[src/rtl/fetch_unit_pkg.sv]
// Shared fetch definitions: instruction width, PC step, reset PC default,
// decode field positions and the prefetch queue entry type.
package fetch_unit_pkg;

  localparam int          INSTR_W      = 16;
  localparam logic [31:0] PC_STEP      = 32'd2;
  localparam logic [31:0] RESET_PC_DEF = 32'h0000_0000;

  // Field positions in the instruction word, shared with decode.
  localparam int FMT_MSB  = 15;
  localparam int FMT_LSB  = 14;
  localparam int INST_MSB = 13;
  localparam int INST_LSB = 10;
  localparam int REG0_MSB = 9;
  localparam int REG0_LSB = 5;
  localparam int REG1_MSB = 4;
  localparam int REG1_LSB = 0;

  typedef struct packed {
    logic [INSTR_W-1:0] ir;
    logic [31:0]        pc;
  } fetch_entry_t;

  function automatic logic [31:0] align_pc(input logic [31:0] pc);
    return {pc[31:1], 1'b0};
  endfunction

endpackage

[src/rtl/fetch_unit_fifo.sv]
// Prefetch queue: synchronous FIFO with flush. The extra pointer bit tells
// full from empty, so the occupancy is simply the pointer difference.
module fetch_fifo
  import fetch_unit_pkg::*;
#(
  parameter int DEPTH = 4
) (
  input  logic                     i_clk,
  input  logic                     i_rst,
  input  logic                     i_flush,
  input  logic                     i_push,
  input  fetch_entry_t             i_data,
  input  logic                     i_pop,
  output fetch_entry_t             o_data,
  output logic [$clog2(DEPTH):0]   o_count
);

  localparam int AW = $clog2(DEPTH);

  fetch_entry_t mem_q [DEPTH];
  logic [AW:0]  wr_ptr_q, wr_ptr_d;
  logic [AW:0]  rd_ptr_q, rd_ptr_d;

  always_comb begin
    wr_ptr_d = wr_ptr_q;
    rd_ptr_d = rd_ptr_q;
    if (i_flush) begin
      wr_ptr_d = '0;
      rd_ptr_d = '0;
    end else begin
      if (i_push) wr_ptr_d = wr_ptr_q + {{AW{1'b0}}, 1'b1};
      if (i_pop)  rd_ptr_d = rd_ptr_q + {{AW{1'b0}}, 1'b1};
    end
  end

  always_ff @(posedge i_clk or posedge i_rst) begin
    if (i_rst) begin
      wr_ptr_q <= '0;
      rd_ptr_q <= '0;
    end else begin
      wr_ptr_q <= wr_ptr_d;
      rd_ptr_q <= rd_ptr_d;
    end
  end

  // Storage carries data only and is deliberately left out of reset.
  always_ff @(posedge i_clk) begin
    if (i_push && !i_flush) mem_q[wr_ptr_q[AW-1:0]] <= i_data;
  end

  assign o_data  = mem_q[rd_ptr_q[AW-1:0]];
  assign o_count = wr_ptr_q - rd_ptr_q;

endmodule

[src/rtl/fetch_unit.sv]
// Instruction fetch stage: sequential halfword fetch over a req/ack port into
// a prefetch queue, with taken-branch redirect flushing all wrong-path work.
module fetch_unit
  import fetch_unit_pkg::*;
#(
  parameter int          DEPTH    = 4,
  parameter logic [31:0] RESET_PC = RESET_PC_DEF
) (
  input  logic               i_clk,
  input  logic               i_rst,
  output logic               o_mem_req,
  output logic [31:0]        o_mem_addr,
  input  logic               i_mem_ack,
  input  logic [INSTR_W-1:0] i_mem_data,
  input  logic               i_redir,
  input  logic [31:0]        i_redir_pc,
  output logic               o_valid,
  output logic [INSTR_W-1:0] o_ir,
  output logic [31:0]        o_pc,
  input  logic               i_ready
);

  localparam int CW = $clog2(DEPTH) + 1;

  logic [31:0]   fetch_pc_q, fetch_pc_d;
  logic [CW-1:0] count;
  logic          push, pop;
  fetch_entry_t  push_entry, head;

  assign o_mem_req  = (count < CW'(DEPTH));
  assign o_mem_addr = fetch_pc_q;
  assign o_valid    = (count != '0);

  // A redirect discards the coincident ack and wins over any pop.
  assign push = o_mem_req && i_mem_ack && !i_redir;
  assign pop  = o_valid && i_ready && !i_redir;

  assign push_entry = '{ir: i_mem_data, pc: fetch_pc_q};

  always_comb begin
    fetch_pc_d = fetch_pc_q;
    if (i_redir)   fetch_pc_d = align_pc(i_redir_pc);
    else if (push) fetch_pc_d = fetch_pc_q + PC_STEP;
  end

  always_ff @(posedge i_clk or posedge i_rst) begin
    if (i_rst) fetch_pc_q <= RESET_PC;
    else       fetch_pc_q <= fetch_pc_d;
  end

  fetch_fifo #(.DEPTH(DEPTH)) u_fifo (
    .i_clk   (i_clk),
    .i_rst   (i_rst),
    .i_flush (i_redir),
    .i_push  (push),
    .i_data  (push_entry),
    .i_pop   (pop),
    .o_data  (head),
    .o_count (count)
  );

  // Mask the head when empty so outputs read zero out of reset.
  assign o_ir = o_valid ? head.ir : '0;
  assign o_pc = o_valid ? head.pc : '0;

endmodule

[config.mk]
export PLATFORM = sky130hd
export DESIGN_NAME = fetch_unit
export DESIGN_NICKNAME = d
export VERILOG_FILES = /design/src/rtl/fetch_unit_pkg.sv /design/src/rtl/fetch_unit_fifo.sv /design/src/rtl/fetch_unit.sv
export SDC_FILE = /design/constraint.sdc
export NUM_CORES = 1
export LEC_CHECK = 0
export ABC_CLOCK_PERIOD_IN_PS = 3800
export CAP_MARGIN = 0
export CORE_AREA = 3 3 148 150
export CTS_CLUSTER_SIZE = 28
export DETAILED_ROUTE_END_ITERATION = 10
export DIE_AREA = 0 0 151 153
export PLACE_DENSITY = 0.67
export SYNTH_ARGS = -nofsm -noshare
export SYNTH_HDL_FRONTEND = slang
export SYNTH_SLANG_ARGS = --single-unit
[constraint.sdc]
create_clock -name i_clk -period 3.8 [get_ports i_clk]
set_input_delay 0.57 -clock i_clk [delete_from_list [all_inputs] [get_ports i_clk]]
set_output_delay 0.57 -clock i_clk [all_outputs]
set_load 0.03 [all_outputs]
==> flow_summary_export.csv, run 1 <==
group,metric,value,unit
sta,hold_ws,0.567,ns
drt,num_vias,5138,
worst_setup_path,worst_ep_required_time,3.23,ns
global_routing,overflow,0,
drt,remaining_drc_errors,0,
synth,synth_enable_flop_cells,188,
sta,post-route-period-util,95.2,%
finish,nNetsFinal,745,
worst_setup_path,category_of_the_worst_setup_path_launch_point,"register",
global_routing,number_of_antenna_violations_at_the_first_check_in_global_routing,1,
floorplan,die_y,153,µm
floorplan,core_area,0.0208,mm²
min_path,hold_start,"o_mem_addr[30]",
placed_design,placedInstanceArea,0.0109,mm²
min_path,worst_hold_path_type,"register to register",
outcome,outcome,"completed",
worst_setup_path,worst-path-max-fanout,29,
finish,finish.instance_area,0.0116,mm²
sta,post_route_skew,0.00851,ns
floorplan,ioPinCount,135,
power_and_ir_drop,cell_internal_pwr,0.00598,W
placed_design,dp.final_hpwl,12.6,mm
worst_setup_path,worst_r2r_startpoint,"u_fifo.wr_ptr_q[0]",
worst_setup_path,startpoint,"u_fifo.wr_ptr_q[0]",
cts,cts_max_path_buffers,3,
sta,fin_tns_setup,0,ns
finish,final_core_util,55.9,%
finish,antenna-diode-count,0,
sta,slew_violations,0,
drt,drt_iter0_markers,205,
sta,setup_repair_after_global_routing_missed_its_margin,"false",
power_and_ir_drop,sw_frac_of_total,36.8,%
global_routing,first_pass_grt_wire_length,31.1,mm
finish,layout.cells.most_common,"edfxtp_1",
sta,period_minus_slack,3.62,ns
power_and_ir_drop,power.combinational.fraction,42.4,%
run,maxCapViolCount,0,
cts,ctsHtreeMaxLevel,1,
synth,synth.ff_latch_count,225,
worst_setup_path,worst_setup_path_end_kind,"output pin",
synth,syn-mean-instance-area,17.2,µm²
floorplan,placement_rows,53,
finish,final_layout_size_suffix_gt1_share,20.9,%
power_and_ir_drop,total_leakage_power,4.01,nW
synth,synth.top_cell.area_share,61.3,%
floorplan,die_area,0.0231,mm²
synth,yosysTopAreaCell,"edfxtp_1",
cts,cts_bufs_inserted,23,
power_and_ir_drop,switchingPower,0.00348,W
power_and_ir_drop,power_frac_clock,24.9,%
cts,holdBufCountCts,0,
placed_design,port_buffers,131,
synth,ys_seq_area_share,71.4,%
sta,setup_viol,0,
placed_design,gp_congestion,0.816,
synth,synthDistinctLibCells,34,
sta,finalHoldViolCount,0,
synth,synthCells,534,
floorplan,initial_utilization,44.2,%
finish,area_growth_syn_to_layout,26.5,%
drt,drt-vias-per-instance,5.28,
floorplan,die_w,151,µm
cts,root_buffer,"clkbuf_16",
drt,totalWireLength,19.4,mm
cts,tritoncts,"built",
synth,yosys_warnings,0,
global_routing,grt_pass1_vias,5454,
synth,post_synthesis_async_set_or_reset_flop_share,16.4,%
synth,post_synth_main_area_contributors,"edfxtp_1, mux4_2, dfrtp_1, and2_1, xor2_1",
drt,ant_nets,0,
cts,clkLatencyLatePin,0.49,ns
global_routing,grt_start_max_net_pins,68,
sta,setup_slack,0.181,ns
finish,final_cell_mix,"edfxtp_1, clkdlybuf4s50_1, and2_1",
synth,dominantRegCellSynth,"edfxtp_1",
cts,tritoncts_num_sinks,225,
sta,max_slew_margin,21.2,%
synth,netlist_area_before_placement,0.00921,mm²
drt,detailed_route_wire_length_per_cell,20.0,µm
global_routing,groute.usage.overall,17.2,%
power_and_ir_drop,power.sequential.fraction,32.7,%
drt,first_pass_iters,4,
cts,path_clk_slew,0.06,ns
placed_design,pre_cts_ws,0.331,ns
sta,worst-slew-pin-transition,1.18,ns
sta,clock.fmax,276,MHz
worst_setup_path,worstSetupPathType,"register to output pin",
power_and_ir_drop,vdd_ir_drop_max,0.447,mV
worst_setup_path,arrival,3.05,ns
power_and_ir_drop,pwr_density_cell,813,mW/mm²
[Yosys cell counts (all sizes together), types with 5 or more instances]
cell type / n
nor3: 5
nand2: 41
and3: 6
inv: 8
dfrtp: 37
xor2: 21
and2: 52
mux4: 47
buf: 8
nand4: 14
nor2: 11
clkbuf: 17
nand3: 15
o21ai: 30
ha: 7
edfxtp: 188
xnor2: 13
[metrics by stage]
step	cells	total power (W)
after floorplan	535	0.00576
after global placement	934	0.00747
after detailed placement	934	0.00752
after CTS	974	0.00960
after global routing	974	0.00994
final	974	0.00946
[cell type report]
class | instances | area [µm²]
well taps | 275 | 344
clock buffers | 31 | 667
flip-flops and latches | 225 | 6580
fillers | 1643 | 9180
clock inverters | 9 | 144
inverters | 8 | 30.0
repair buffers | 149 | 1370
multi-input cells | 277 | 2510
[state kept, by name, indices dropped and copies added, names as in the netlist]
| signal | cells |
|---|---|
| o_mem_addr | 31 |
| u_fifo.mem_q | 188 |
| u_fifo.rd_ptr_q | 3 |
| u_fifo.wr_ptr_q | 3 |
[worst max-delay path: stages, from the launching register on]
cell,delay (ns)
dfrtp_1,0.39
inv_1,0.11
ha_1,0.22
fa_1,0.37
xor3_2,0.49
inv_1,0.10
nand3_2,0.10
buf_6,0.23
and2_1,0.16
clkdlybuf4s15_1,0.37
[power by group through the flow]
stage / clock [W] / combinational [W] / sequential (W)
after floorplan: 0 / 0.00258 / 0.00318
after global placement: 0 / 0.00434 / 0.00313
after detailed placement: 0 / 0.00437 / 0.00315
after CTS: 0.00240 / 0.00410 / 0.00310
after global routing: 0.00250 / 0.00432 / 0.00312
final: 0.00235 / 0.00401 / 0.00310
[kinds of logic (layout without fill, tap and decap cells)]
logic type	count (synthesis)	after routing	synth area share, %
AND/OR/NAND/NOR	151	151	8.98
adder cells (fa/ha/maj)	8	8	1.17
other	1	2	0.0407
multiplexers	49	49	11.7
AO/OA/AOI/OAI	32	32	1.74
flip-flops	225	225	71.4
XOR/XNOR	35	35	3.51
buffers and inverters	33	197	1.48
[metal layers]
| metal | part of all wire (%) | GRT usage [%] | up-vias |
|---|---|---|---|
| met3 | 6.5 | 4.15 | 20 |
| met4 | 0.82 | 2.59 | 0 |
| met2 | 50 | 28.3 | 155 |
| met5 | 0 | 0 | - |
| met1 | 43 | 24.1 | 2627 |
| li1 | - | - | 2336 |
[path summary, 6_finish.rpt]
kind	endpoint	slack, ns	depth (start not counted)
worst max-delay path	o_pc[29]	0.18	9
worst min-delay path	u_fifo.mem_q[1][30]	0.57	0
worst max register to register	u_fifo.mem_q[1][35]	0.50	10
worst min register to register	u_fifo.mem_q[1][30]	0.57	0
max in group asynchronous	u_fifo.rd_ptr_q[0]	2.26	2
min in group asynchronous	o_mem_addr[12]	0.70	2
[timing repair]
item / 4_1_cts / 5_1_grt
setup buffers: 0 / 0
gates resized for setup: 36 / 54
setup endpoints to repair: 35 / 34
Power figures use the tool's default switching activity.
==> run 2: changes to the inputs <==
--- a/config.mk
+++ b/config.mk
@@ -7,10 +7,11 @@
 export LEC_CHECK = 0
 export ABC_CLOCK_PERIOD_IN_PS = 3800
 export CAP_MARGIN = 0
-export CORE_AREA = 3 3 148 150
+export CORE_AREA = 10 10 155 157
 export CTS_CLUSTER_SIZE = 28
 export DETAILED_ROUTE_END_ITERATION = 10
-export DIE_AREA = 0 0 151 153
+export DIE_AREA = 0 0 165 167
+export HOLD_SLACK_MARGIN = 0.1
 export PLACE_DENSITY = 0.67
 export SYNTH_ARGS = -nofsm -noshare
 export SYNTH_HDL_FRONTEND = slang
==> run 2 against run 1 <==
Net effect:
- setup slack improved by 0.10 ns
- combinational power rose by 6.7%
- sequential cell count did not move
- sequential power barely moved
- global-route usage fell by 2.4 points
- critical path type unchanged
- routed wire length rose by 6.3%
- highest routed layer unchanged
==> flow_summary_export.csv, run 2 (synthesis results as in run 1) <==
group,metric,value,unit
drt,drt_iter0_markers,324,
drt,ant_nets,0,
cts,cts_max_path_buffers,3,
power_and_ir_drop,switchingPower,0.00359,W
sta,slew_violations,0,
global_routing,number_of_antenna_violations_at_the_first_check_in_global_routing,0,
finish,nNetsFinal,752,
power_and_ir_drop,vdd_ir_drop_max,0.546,mV
outcome,outcome,"completed",
sta,setup_repair_after_global_routing_missed_its_margin,"false",
drt,first_pass_iters,4,
sta,fin_tns_setup,0,ns
finish,antenna-diode-count,0,
drt,totalWireLength,20.7,mm
sta,post-route-period-util,92.6,%
sta,worst-slew-pin-transition,0.963,ns
power_and_ir_drop,power.sequential.fraction,32.5,%
worst_setup_path,category_of_the_worst_setup_path_launch_point,"register",
cts,ctsHtreeMaxLevel,1,
drt,drt-vias-per-instance,5.33,
sta,clock.fmax,284,MHz
worst_setup_path,max_stage_delay,0.39,ns
finish,finish.instance_area,0.0117,mm²
sta,post_route_skew,0.0119,ns
finish,final_layout_size_suffix_gt1_share,19.7,%
floorplan,placement_rows,53,
worst_setup_path,worstSetupPathType,"register to output pin",
placed_design,gp_congestion,0.830,
min_path,worst_hold_path_type,"input pin to asynchronous set/reset pin",
power_and_ir_drop,total_leakage_power,4.08,nW
sta,finalHoldViolCount,0,
cts,holdBufCountCts,0,
global_routing,overflow,0,
power_and_ir_drop,power_frac_clock,22.8,%
floorplan,die_area,0.0276,mm²
cts,cts_bufs_inserted,24,
cts,tritoncts,"built",
finish,final_cell_mix,"edfxtp_1, clkdlybuf4s50_1, and2_1",
finish,area_growth_syn_to_layout,26.5,%
power_and_ir_drop,fin_total_pwr,0.00955,W
finish,layout.cells.most_common,"edfxtp_1",
floorplan,die_y,167,µm
drt,remaining_drc_errors,0,
placed_design,port_buffers,131,
cts,clkLatencyLatePin,0.51,ns
power_and_ir_drop,pwr_density_cell,819,mW/mm²
worst_setup_path,cp_cell_sequence,"inv_1, ha_1, fa_1, xor3_2, inv_2, nand3_4, buf_12, and2_1, dlygate4sd2_1",
floorplan,initial_utilization,44.2,%
power_and_ir_drop,power.combinational.fraction,44.8,%
placed_design,dp.final_hpwl,13.4,mm
sta,max_slew_margin,35.8,%
floorplan,die_w,165,µm
sta,setup_viol,0,
drt,detailed_route_wire_length_per_cell,21.0,µm
worst_setup_path,arrival,2.95,ns
worst_setup_path,worst-path-max-fanout,21,
worst_setup_path,worst_ep_required_time,3.23,ns
sta,setup_slack,0.282,ns
cts,tritoncts_num_sinks,225,
floorplan,core_area,0.0208,mm²
power_and_ir_drop,sw_frac_of_total,37.6,%
global_routing,first_pass_grt_wire_length,32.2,mm
global_routing,grt_start_max_net_pins,68,
finish,largest_register_ff_count,188,
placed_design,pre_cts_ws,0.164,ns
drt,num_vias,5236,
sta,period_minus_slack,3.52,ns
placed_design,placedInstanceArea,0.0109,mm²
worst_setup_path,slowest_stage,"dfrtp_1",
global_routing,groute.usage.overall,14.8,%
run,maxCapViolCount,0,
floorplan,ioPinCount,135,
cts,path_clk_slew,0.06,ns
worst_setup_path,worst_setup_path_end_kind,"output pin",
global_routing,grt_pass1_vias,5609,
power_and_ir_drop,cell_internal_pwr,0.00596,W
cts,root_buffer,"clkbuf_16",
[run 2: timing repair]
| action | 4_1_cts | 5_1_grt |
|---|---|---|
| cloned | 0 | 1 |
| setup endpoints to repair | 38 | 32 |
| hold endpoints to repair | 0 | 0 |
| resized for setup | 29 | 1 |
| pin swaps | 0 | 2 |
| buffers inserted | 0 | 2 |
[run 2: path summary, 6_finish.rpt]
check | startpoint | end | slack (ns) | cells past startpoint
setup / recovery | u_fifo.wr_ptr_q[0] | o_pc[4] | 0.28 | 9
hold / removal | i_rst | o_mem_addr[18] | 0.50 | 2
setup reg to reg | u_fifo.wr_ptr_q[0] | u_fifo.mem_q[3][44] | 0.69 | 10
hold reg to reg | u_fifo.wr_ptr_q[2] | u_fifo.wr_ptr_q[2] | 0.56 | 2
max in group asynchronous | i_rst | o_mem_addr[30] | 2.66 | 3
min in group i_clk | u_fifo.wr_ptr_q[2] | u_fifo.wr_ptr_q[2] | 0.56 | 2
[run 2: per-layer routing]
layer	vias to the layer above	global-route usage, %	wire (µm)
li1	2351	-	-
met1	2659	19.4	8700
met2	191	23.6	10100
met3	35	4.34	1560
met4	0	3.58	349
met5	-	0	0
[run 2: final cells by class]
class                   instances  area (µm²)
fillers                      1675        9170
flip-flops and latches        225        6580
multi-input cells             278        2530
repair buffers                154        1430
clock buffers                  33         666
well taps                     275         344
clock inverters                 9        71.3
inverters                       8        30.0
[run 2: stage by stage]
stage | hold WS, ns | cells | util (%)
floorplan | 0.515 | 535 | -
global placement | 0.552 | 937 | 52.4
detailed placement | 0.556 | 937 | 52.4
CTS | 0.507 | 979 | 55.8
global route | 0.556 | 982 | 56.0
finish | 0.495 | 982 | 56.0
[run 2: worst max-delay path, delay by kind of cell (launching register included)]
kind / cells / cell delay (ns)
buffers and inverters: 4 / 0.84
adders and majority gates: 2 / 0.59
DFF: 1 / 0.39
and+or+nand+nor: 2 / 0.31
xor gates and xnor gates: 1 / 0.30
[run 2: power groups by stage]
| stage | Clock [W] | Combinational [W] | Sequential (W) |
|---|---|---|---|
| floorplan | 0 | 0.00258 | 0.00318 |
| global placement | 0 | 0.00447 | 0.00313 |
| detailed placement | 0 | 0.00450 | 0.00315 |
| CTS | 0.00223 | 0.00430 | 0.00310 |
| global route | 0.00232 | 0.00460 | 0.00312 |
| finish | 0.00217 | 0.00428 | 0.00310 |
==> run 3: changes to the inputs <==
--- a/config.mk
+++ b/config.mk
@@ -8,6 +8,8 @@
 export ABC_CLOCK_PERIOD_IN_PS = 3800
 export CAP_MARGIN = 0
 export CORE_AREA = 10 10 155 157
+export CTS_BUF_LIST = sky130_fd_sc_hd__clkbuf_16
+export CTS_CLUSTER_DIAMETER = 60
 export CTS_CLUSTER_SIZE = 28
 export DETAILED_ROUTE_END_ITERATION = 10
 export DIE_AREA = 0 0 165 167
==> run 3 against run 2 <==
Net effect:
- critical path depth did not move
- register-to-register slack got worse by 0.14 ns
- critical path type unchanged
- clock-buffer cell count down 16
- combinational power barely moved
- worst hold slack gained 0.020 ns
- largest cell class unchanged
- first-iteration DRC count fell by 8.6%
- final area shrank 2.0%
- sequential cell count unchanged
- fmax down 3.1%
- clock skew is essentially flat
==> flow_summary_export.csv, run 3 (synthesis results as in run 1) <==
group,metric,value,unit
sta,setup_repair_after_global_routing_missed_its_margin,"false",
sta,setup_viol,0,
sta,period_minus_slack,3.63,ns
finish,finalNonFillerCells,968,
worst_setup_path,startpoint,"u_fifo.wr_ptr_q[0]",
placed_design,port_buffers,131,
floorplan,die_area,0.0276,mm²
power_and_ir_drop,total_leakage_power,3.97,nW
sta,finalHoldViolCount,0,
floorplan,die_w,165,µm
cts,tritoncts,"built",
global_routing,first_pass_grt_wire_length,31.7,mm
global_routing,overflow,0,
min_path,worst_hold_path_type,"input pin to asynchronous set/reset pin",
finish,final_cell_mix,"edfxtp_1, clkdlybuf4s50_1, and2_1",
worst_setup_path,worst-path-max-fanout,21,
drt,drt_iter0_markers,296,
finish,antenna-diode-count,0,
finish,largest_register_ff_count,188,
floorplan,placement_rows,53,
cts,clkLatencyLatePin,0.48,ns
finish,layout.cells.most_common,"edfxtp_1",
power_and_ir_drop,pwr_density_cell,792,mW/mm²
worst_setup_path,worst_setup_path_end_kind,"output pin",
cts,tritoncts_num_sinks,225,
sta,clock.fmax,275,MHz
floorplan,die_y,167,µm
worst_setup_path,worst_ep_required_time,3.23,ns
drt,num_vias,5104,
cts,path_clk_slew,0.09,ns
global_routing,grt_pass1_vias,5511,
global_routing,groute.usage.overall,14.6,%
cts,cts_bufs_inserted,16,
global_routing,grt_start_max_net_pins,68,
cts,root_buffer,"clkbuf_16",
sta,worst-slew-pin-transition,0.967,ns
sta,post-route-period-util,95.5,%
placed_design,dp.final_hpwl,13.4,mm
global_routing,number_of_antenna_violations_at_the_first_check_in_global_routing,0,
cts,ctsHtreeMaxLevel,1,
drt,detailed_route_wire_length_per_cell,20.9,µm
drt,drt-vias-per-instance,5.27,
placed_design,dpl_cells,937,
sta,fin_tns_setup,0,ns
drt,remaining_drc_errors,0,
placed_design,gp_congestion,0.830,
drt,totalWireLength,20.2,mm
worst_setup_path,arrival,3.06,ns
cts,holdBufCountCts,0,
floorplan,core_area,0.0208,mm²
drt,ant_nets,0,
power_and_ir_drop,vdd_ir_drop_max,0.558,mV
outcome,outcome,"completed",
worst_setup_path,worstSetupPathType,"register to output pin",
finish,final_layout_size_suffix_gt1_share,18.9,%
finish,nNetsFinal,744,
worst_setup_path,category_of_the_worst_setup_path_launch_point,"register",
floorplan,initial_utilization,44.2,%
drt,first_pass_iters,4,
sta,max_slew_margin,35.6,%
sta,slew_violations,0,
cts,cts_max_path_buffers,3,
sta,post_route_skew,0.0122,ns
finish,area_growth_syn_to_layout,24.1,%
run,maxCapViolCount,0,
worst_setup_path,worst_r2r_startpoint,"u_fifo.wr_ptr_q[0]",
floorplan,ioPinCount,135,
-- run 3: cell count changes in the layout (fill, tap and decap cells not counted), sizes merged --
cell / change
bufinv: -1
inv: +5
clkbuf: -16
clkinv: -3
clkinvlp: +1
-- run 3: what timing repair did --
| item | 4_1_cts | 5_1_grt |
|---|---|---|
| buffers inserted | 0 | 2 |
| gates resized for setup | 29 | 1 |
| pin swaps | 0 | 1 |
| gates cloned | 0 | 1 |
| endpoints found under the setup margin | 38 | 32 |
-- run 3: final cells by class --
| type | instances | area, µm² |
|---|---|---|
| timing repair buffer | 154 | 1430 |
| sequential | 225 | 6580 |
| tap | 275 | 344 |
| fill | 1711 | 9400 |
| clock inverter | 11 | 82.6 |
| multi-input combinational | 278 | 2530 |
| inverter | 8 | 30.0 |
| clock buffer | 17 | 425 |
-- run 3: worst max-delay path, cell delays in order, from the launching register on --
cell	delay, ns
dfrtp_1	0.40
inv_1	0.12
ha_1	0.21
fa_1	0.35
xor3_2	0.46
inv_2	0.15
nand3_4	0.17
buf_12	0.21
and2_1	0.14
dlygate4sd2_1	0.36
-- run 3: path summary, 6_finish.rpt --
kind,endpoint,slack (ns),cells past startpoint
min in group i_clk,u_fifo.wr_ptr_q[2],0.58,2
worst min-delay path,u_fifo.rd_ptr_q[0],0.52,2
worst max-delay path,o_pc[4],0.17,9
worst min register to register,u_fifo.wr_ptr_q[2],0.58,2
worst max register to register,u_fifo.mem_q[3][36],0.55,10
max in group asynchronous,o_mem_addr[30],2.65,3
-- run 3: where the power goes --
group	switching (W)	total, W	internal (W)
clock network	0.000835	0.00168	0.000840
registers	0.000137	0.00309	0.00295
logic	0.00256	0.00428	0.00172
total	0.00353	0.00904	0.00551
-- run 3: stage by stage --
stage                     utilization [%]  setup WS [ns]  total power (W)  hold slack (ns)  instance area (µm²)
after floorplan                         -          0.107          0.00576            0.515                 9210
after global placement               52.4          0.249          0.00760            0.552                10900
after detailed placement             52.4          0.164          0.00765            0.556                10900
after CTS                            54.7         0.0389          0.00912            0.526                11400
after global routing                 54.9         0.0140          0.00954            0.582                11400
final                                54.9          0.170          0.00904            0.515                11400
-- run 3: layer usage --
metal / vias to the layer above / GRT usage [%] / share of wire, %
li1: 2329 / - / -
met1: 2596 / 19.2 / 42
met2: 159 / 23.6 / 49
met3: 20 / 4.09 / 7.9
met4: 0 / 2.70 / 1.1
met5: - / 0 / 0
